<file path="src/rtl/alu_pipelined.sv">
// Pipelined ALU with valid/ready handshake, registered result and {N,V,C,Z} flags.
// Single-cycle ops complete in one cycle; MUL is an iterative shift-add over WIDTH cycles.
module alu_pipelined #(
  parameter int unsigned WIDTH = 8,
  parameter int unsigned OP_W  = 8
) (
  input  logic             clk,
  input  logic             rst,
  input  logic             in_valid,
  output logic             in_ready,
  input  logic [OP_W-1:0]  instruction,
  input  logic [WIDTH-1:0] input_1,
  input  logic [WIDTH-1:0] input_2,
  output logic             out_valid,
  input  logic             out_ready,
  output logic [WIDTH-1:0] result,
  output logic [3:0]       flags
);

  localparam int unsigned MSB   = WIDTH - 1;
  localparam int unsigned CNT_W = $clog2(WIDTH + 1);
  localparam logic [WIDTH-1:0] WIDTH_V = WIDTH'(WIDTH);

  localparam logic [0:0] ST_IDLE = 1'b0;
  localparam logic [0:0] ST_MUL  = 1'b1;

  localparam logic [3:0] OP_OR   = 4'd0;
  localparam logic [3:0] OP_NAND = 4'd1;
  localparam logic [3:0] OP_NOR  = 4'd2;
  localparam logic [3:0] OP_AND  = 4'd3;
  localparam logic [3:0] OP_ADD  = 4'd4;
  localparam logic [3:0] OP_SUB  = 4'd5;
  localparam logic [3:0] OP_XOR  = 4'd6;
  localparam logic [3:0] OP_SHL  = 4'd7;
  localparam logic [3:0] OP_SHR  = 4'd8;
  localparam logic [3:0] OP_ADC  = 4'd9;
  localparam logic [3:0] OP_CMP  = 4'd10;
  localparam logic [3:0] OP_MUL  = 4'd11;

  logic [0:0]       state, state_next;
  logic [WIDTH-1:0] mul_a, mul_b, mul_acc, mul_sum;
  logic [CNT_W-1:0] mul_cnt;
  logic [3:0]       op;
  logic             accept, mul_last;
  logic             unused_instr;

  logic [WIDTH-1:0] alu_res;
  logic [3:0]       alu_flags;
  logic             alu_c, alu_v, load_res, load_flags;
  logic [WIDTH:0]   add_full, shl_full, shr_full;
  logic             shamt_big;

  assign op           = instruction[3:0];
  assign unused_instr = ^instruction;
  assign in_ready     = (state == ST_IDLE) && (!out_valid || out_ready);
  assign accept       = in_valid && in_ready;
  assign mul_last     = (state == ST_MUL) && (mul_cnt == CNT_W'(WIDTH - 1));
  assign mul_sum      = mul_acc + (mul_b[0] ? mul_a : '0);

  // Next-state logic
  always_comb begin
    state_next = state;
    case (state)
      ST_IDLE: if (accept && (op == OP_MUL)) state_next = ST_MUL;
      ST_MUL:  if (mul_last) state_next = ST_IDLE;
      default: state_next = ST_IDLE;
    endcase
  end

  // Single-cycle datapath; carry-out of shifts lands in bit WIDTH (SHL) or bit 0 (SHR)
  always_comb begin
    alu_res    = '0;
    alu_c      = 1'b0;
    alu_v      = 1'b0;
    load_res   = 1'b1;
    load_flags = 1'b1;
    add_full   = '0;
    shamt_big  = (input_2 >= WIDTH_V);
    shl_full   = {1'b0, input_1} << input_2;
    shr_full   = {input_1, 1'b0} >> input_2;
    case (op)
      OP_OR:   alu_res = input_1 | input_2;
      OP_NAND: alu_res = ~(input_1 & input_2);
      OP_NOR:  alu_res = ~(input_1 | input_2);
      OP_AND:  alu_res = input_1 & input_2;
      OP_XOR:  alu_res = input_1 ^ input_2;
      OP_ADD, OP_ADC: begin
        add_full = {1'b0, input_1} + {1'b0, input_2}
                 + (WIDTH + 1)'((op == OP_ADC) ? flags[1] : 1'b0);
        alu_res  = add_full[WIDTH-1:0];
        alu_c    = add_full[WIDTH];
        alu_v    = (input_1[MSB] == input_2[MSB]) && (alu_res[MSB] != input_1[MSB]);
      end
      OP_SUB, OP_CMP: begin
        alu_res  = input_1 - input_2;
        alu_c    = (input_1 >= input_2);
        alu_v    = (input_1[MSB] != input_2[MSB]) && (alu_res[MSB] != input_1[MSB]);
        load_res = (op == OP_SUB);
      end
      OP_SHL: begin
        alu_res = shamt_big ? '0 : shl_full[WIDTH-1:0];
        alu_c   = shamt_big ? 1'b0 : shl_full[WIDTH];
      end
      OP_SHR: begin
        alu_res = shamt_big ? '0 : shr_full[WIDTH:1];
        alu_c   = shamt_big ? 1'b0 : shr_full[0];
      end
      OP_MUL: begin
        load_res   = 1'b0;
        load_flags = 1'b0;
      end
      default: load_flags = 1'b0;
    endcase
    alu_flags = {alu_res[MSB], alu_v, alu_c, (alu_res == '0)};
  end

  // State register
  always_ff @(posedge clk) begin
    if (rst) state <= ST_IDLE;
    else     state <= state_next;
  end

  // Result/flag registers, output handshake and multiplier datapath
  always_ff @(posedge clk) begin
    if (rst) begin
      result    <= '0;
      flags     <= '0;
      out_valid <= 1'b0;
      mul_a     <= '0;
      mul_b     <= '0;
      mul_acc   <= '0;
      mul_cnt   <= '0;
    end else begin
      if (accept && (op != OP_MUL)) begin
        if (load_res)   result <= alu_res;
        if (load_flags) flags  <= alu_flags;
        out_valid <= 1'b1;
      end else if (mul_last) begin
        result    <= mul_sum;
        flags     <= {mul_sum[MSB], 1'b0, 1'b0, (mul_sum == '0)};
        out_valid <= 1'b1;
      end else if (out_ready) begin
        out_valid <= 1'b0;
      end

      if (accept && (op == OP_MUL)) begin
        mul_a   <= input_1;
        mul_b   <= input_2;
        mul_acc <= '0;
        mul_cnt <= '0;
      end else if (state == ST_MUL) begin
        mul_acc <= mul_sum;
        mul_a   <= mul_a << 1;
        mul_b   <= mul_b >> 1;
        mul_cnt <= mul_cnt + CNT_W'(1);
      end
    end
  end

endmodule

</file>
<file path="config.mk">
export PLATFORM = sky130hd
export DESIGN_NAME = alu_pipelined
export DESIGN_NICKNAME = d
export VERILOG_FILES = /design/src/rtl/alu_pipelined.sv
export SDC_FILE = /design/constraint.sdc
export NUM_CORES = 1
export LEC_CHECK = 0
export ABC_AREA = 1
export BUFFER_PORTS_ARGS = -buffer_cell sky130_fd_sc_hd__buf_2
export CAP_MARGIN = 20
export CELL_PAD_IN_SITES_DETAIL_PLACEMENT = 1
export CELL_PAD_IN_SITES_GLOBAL_PLACEMENT = 2
export CORE_MARGIN = 1.5
export CORE_UTILIZATION = 34
export DETAILED_ROUTE_END_ITERATION = 8
export PLACE_DENSITY = 0.95
export SLEW_MARGIN = 20
export SYNTH_ARGS = -nofsm -noshare
export SYNTH_HDL_FRONTEND = slang
export SYNTH_SLANG_ARGS = --single-unit
</file>
<file path="constraint.sdc">
create_clock -name clk -period 6.3 [get_ports clk]
set_input_delay 0.945 -clock clk [delete_from_list [all_inputs] [get_ports clk]]
set_output_delay 0.945 -clock clk [all_outputs]
set_load 0.05 [all_outputs]
</file>
# == Word level (Yosys, flattened, before mapping) ==
# Index checks and enable logic that the tools add are counted.
# classes
muxes,27
shift,2
bitwise_logic,6
addsub,5
order_cmp,2
n_mul,0
div,0
reduce_logical,21
n_eq_ne,19
# ops
cell,count
2-to-1 mux 8 bit,10
case mux 8 bit (9 select lines),1
"equality test 4 x 3 -> 1 bit, second input constant",5
"equality test 4 bit, second input constant",4
zero test 8 bit,2
inverter 8 bit,2
2-to-1 mux 4 bit,3
OR reduction 11 bit,1
adder 8 x 8 -> 9 bit,1
adder 9 x 1 -> 9 bit,1
2-to-1 mux 1 bit,9
left shift 8 x 8 -> 9 bit,1
>> shifter 9 x 8 -> 9 bit,1
adder 8 bit,1
bitwise AND 8 bit,1
"equality test 4 x 2 -> 1 bit, second input constant",2
"greater-or-equal comparator 8 x 4 -> 1 bit, second input constant",1
greater-or-equal comparator 8 bit,1
bitwise OR 8 bit,1
subtractor 8 bit,1
XOR 8 bit,1
logical AND 1 bit,7
case mux 1 bit (2 select lines),3
OR reduction 2 bit,3
14 further kinds,19
# word_totals
ramBits,0
reg_bits,42
word_cells,90
out_inout_bits,14
latch_bits,0
rom_bits,0
n_memories,0

# == Depth between registers and ports, before layout ==
# logic_depth
word_depth,8
mapped_depth,18

# == Least setup slack after synthesis ==
# No wires, ideal clock.
# synth_timing
path_kind,in2reg
startpoint,in instruction[2]
endpoint,reg flags[0]
slack_ns,3.365
required_time_ns,6.233
stages,17
t_arrival_ns,2.868
setup_ns,0.067
path_buffers,0
cell_sequence,inv_2 -> nand2_1 -> nor2_1 -> nand2_1 -> fa_1 -> fa_1 -> inv_1 -> nand3_1 -> a21oi_1 -> nor3_1 -> nor2_1 -> nand2_1 -> nor2_1 -> nand2_1 -> nor2_1 -> nand2_1 -> a21oi_2
# synth_between
elab_chain_cells,7
elab_cells_between_ends,26
classes_between,add/sub: 1; eq/ne: 12; mux: 5; reduce/logical: 8
# synth_lines
item,line,source
"start, declared",11,"input logic [OP_W-1:0] instruction,"
equality test 4 bit,"81, 89",
2-to-1 mux 1 bit,89,+ (WIDTH + 1)'((op == OP_ADC) ? flags[1] : 1'b0);
adder 9 x 1 -> 9 bit,89,
case mux 8 bit (9 select lines),81,case (op)
zero test 8 bit,114,"alu_flags = {alu_res[MSB], alu_v, alu_c, (alu_res == '0)};"
2-to-1 mux 4 bit,136,if (load_flags) flags <= alu_flags;
2-to-1 mux 4 bit,134,if (accept && (op != OP_MUL)) begin
"end signal, assigned",136,
"end signal, assigned",140,"flags <= {mul_sum[MSB], 1'b0, 1'b0, (mul_sum == '0)};"
"end, declared",17,output logic [3:0] flags
# Parallel ways exist; a longest one is shown, timed or not. The select of a mux whose other input is x is not followed.
# A chain may end at the register's enable or synchronous reset.

# == Worst setup path in the final report ==
# Ends and elaborated chain as after synthesis.

==> reports/qor.yml <==
status:
  outcome: "finished, final reports clean"
hold_path:
  holdCritPathClass: "reg -> reg"
  hp-start: "mul_b[1]"
  min_to: "mul_b[1]"
  worstHoldPathCells: 2
job:
  max_cap_violations: 0
routing:
  viasPerCell: 5.48
  wirelength_mm: 15.2
  drcViolationCount: 0
  drtAntennaViolNets: 0
  wl_per_cell_um: 17.2
  firstDrtPassIters: 5
  drtIter0Drc: 341
  vias: 4831
finish:
  num_antenna_cells: 0
  drive_above_1_share_pct: 9.67
  fillers: 1655
  fin_nets: 797
  area.growth.synth_to_final_pct: 10.3
global_route:
  grt_use_total_pct: 24.1
  antenna_found_initial: 0
  grt.overflow.total: 0
  grt_max_degree: 37
  grt_pass1_wl_mm: 24.8
  grt_pass1_vias: 4860
clock_network:
  ctsHoldBuffers: 0
  clk_path_buf_depth: 2
  root_buffer: "clkbuf_16"
  post_cts_buffers: 0
  cts_buffers: 5
  cts.repair.resized: 0
  clkLatencyLatePin_ns: 0.29
  cts_tree: "built"
  htreeDepth: 2
  clkTransAtPathRegs_ns: 0.06
  clock_sinks: 42
worst_setup_path:
  reg2regPathDepth: 12
  criticalPathCategory: "in -> reg"
  worstPathMaxFanout: 4
  worstPathArrival_ns: 3.51
  rr_startpoint: "flags[1]"
  crit_path_end_kind: "flip-flop"
  cp.required_ns: 6.53
  critPathMostFrequentCell: "nand2_1"
  reg2reg_slack_ns: 3.69
  path_buf_inv: 3
  slowest_stage: "fa_1"
  r2r-end: "flags[0]"
  worst-path-stages: 16
  critical_path.max_stage_delay_ns: 0.42
  path_cells: "buf_2 -> inv_2 -> nand2_1 -> nor2_1 -> nand2_1 -> fa_1 -> fa_1 -> inv_1 -> nand2_1 -> nand3_1 -> o2111ai_1 -> nor3_1 -> nand3_1 -> nor2_1 -> nand2_1 -> a21oi_2"
  cp-start-kind: "primary input"
  path_delay_family: "simple AND/OR/NAND/NOR gates"
placement:
  dp_hpwl_mm: 11.9
  place_congestion: 0.926
  portBuffers: 37
pwr:
  clock_power_share_pct: 34.8
  p_comb_share_pct: 29.2
  total_power_w: 0.000773
  power_leakage_nw: 2.32
  peakVddDrop_mv: 0.0935
  switching_power_w: 0.000281
  seq_power_share_pct: 36.1
  pwr_density_cell_nw_per_um2: 168
  internal_power_w: 0.000492
  netSwitchingFraction_pct: 36.3
floorplanning:
  initial_core_util_pct: 34.9
  core_area_um2: 12000
  die_area_um2: 12900
  pin_count: 42
  rows: 40
  chipHeight_um: 114
  die_x_um: 114
synthesis:
  synth_warnings: 0
  ys.flop_type: "dfxtp_1"
  async_flop_share_pct: 0
  syn_avg_cell_area_um2: 5.88
  syn_nets: 773
  synthesis.area_um2: 4170
  synth_area_leaders: "nand2_1 22%, dfxtp_1 20%, ha_1 9.6%"
  ys_seq_area_share_pct: 20.2
  synth_edf_count: 0
  ys_types: 39
  netlist.area_leader.share_pct: 21.9
  synth_top_area_cell: "nand2_1"
  synth_seq_cells: 42
  netlist_instances: 709
sta:
  timing_hold_violations_final: 0
  fmax_ghz: 0.305
  fin_crit_sh_pct: 52.1
  fin_tns_setup_ns: 0
  slew_viol_final: 0
  setup_violations: 0
  rsz0062_at_grt: "no"
  maxSlewHeadroom_pct: 50.5
  period_needed_ns: 3.28
  tightest_slew_ns: 0.740
  clock_skew_ns: 0.00579
worst max-delay path by stage:
stage | start | slack (ns) | to
global route | input_2[2] | 2.89 | flags[0]
floorplan | instruction[2] | 3.37 | flags[0]
detailed placement | instruction[2] | 2.79 | flags[0]
finish | instruction[2] | 3.02 | flags[0]
CTS | instruction[2] | 3.07 | flags[0]
global placement | instruction[2] | 2.82 | flags[0]
cells in the mapped netlist, types with 2 or more instances:
cell	instances
nand2_1	243
inv_1	85
nor2_1	54
nand3_1	52
a21oi_1	46
dfxtp_1	42
ha_1	32
o21ai_0	26
nand4_1	24
a31oi_1	16
clkbuf_1	11
nor3_1	9
buf_2	7
inv_2	7
xor2_1	6
o211ai_1	5
fa_1	4
nor2_4	4
or2_2	4
buf_4	3
clkinv_1	3
o21ai_1	3
a21oi_2	2
nand2_2	2
nor2_2	2
o21a_1	2
o21bai_1	2
o221ai_1	2
power by group through the flow:
stage,logic [W],registers [W],clock network [W]
after detailed placement,0.000222,0.000285,0
after floorplan,0.000132,0.000305,0
final,0.000225,0.000279,0.000269
after global routing,0.000250,0.000280,0.000280
after global placement,0.000215,0.000284,0
after CTS,0.000223,0.000279,0.000271
through the flow:
| stage | worst slack, ns | utilization [%] | area [um^2] | hold WS (ns) | std cells |
|---|---|---|---|---|---|
| 5_1_grt | 2.89 | 38.4 | 4600 | 0.496 | 881 |
| 3_3_place_gp | 2.82 | 37.2 | 4450 | 0.455 | 873 |
| 4_1_cts | 3.07 | 38.4 | 4600 | 0.477 | 881 |
| 6_report | 3.02 | 38.4 | 4600 | 0.477 | 881 |
| 3_5_place_dp | 2.79 | 37.2 | 4450 | 0.466 | 873 |
| 2_1_floorplan | 3.37 | - | 4170 | 0.440 | 709 |
layout by cell type, fill, tap and decap left out, types with 3 or more instances in the layout:
cell	count
or2_2	4
o211ai_1	5
ha_1	32
o21ai_1	3
inv_1	85
nor3_1	9
nand4_1	24
nor2_1	54
a31oi_1	16
xor2_1	6
inv_2	7
clkbuf_16	5
buf_2	37
dfxtp_1	42
fa_1	4
nand3_1	52
clkinv_1	3
nand2_1	243
o21ai_0	26
nor2_4	4
a21oi_1	46
worst register-to-register path: stages (launching register included):
cell and delay (ns):
dfxtp_1 0.38, nand2_1 0.11, fa_1 0.42, fa_1 0.40, inv_1 0.11, nand2_1 0.06
nand3_1 0.08, o2111ai_1 0.10, nor3_1 0.35, nand3_1 0.21, nor2_1 0.15, nand2_1 0.07
a21oi_2 0.11
metal layers:
layer	up-vias	track usage, %	routed length (um)
met5	-	0	0
li1	2351	-	-
met2	124	39.6	6950
met3	24	2.82	643
met1	2332	33.3	7290
met4	0	7.00	293
registers in the layout (all words and copies together) (netlist names):
signal and flops:
flags 4, out_valid 1, mul_cnt 4, mul_a 8
result 8, state 1, mul_b 8, mul_acc 8
cells by family after synthesis:
group	count (synthesis)	share of synthesized area [%]
adders and majority gates	36	11.5
buffers and inverters	116	10.9
and+or+nand+nor	398	40.9
xor gates and xnor gates	7	1.47
DFF	42	20.2
AOI/OAI and AO/OA	110	15.0
area by class of cell:
class,instances,area [um^2],area share (%)
multi-input combinational,551,2870,62.5
sequential,42,841,18.3
inverter,95,357,7.76
timing repair buffer,38,193,4.19
tap,147,184,4.00
clock buffer,6,139,3.02
clock inverter,2,12.5,0.272
Note: power is estimated with default switching activity, not from simulation.
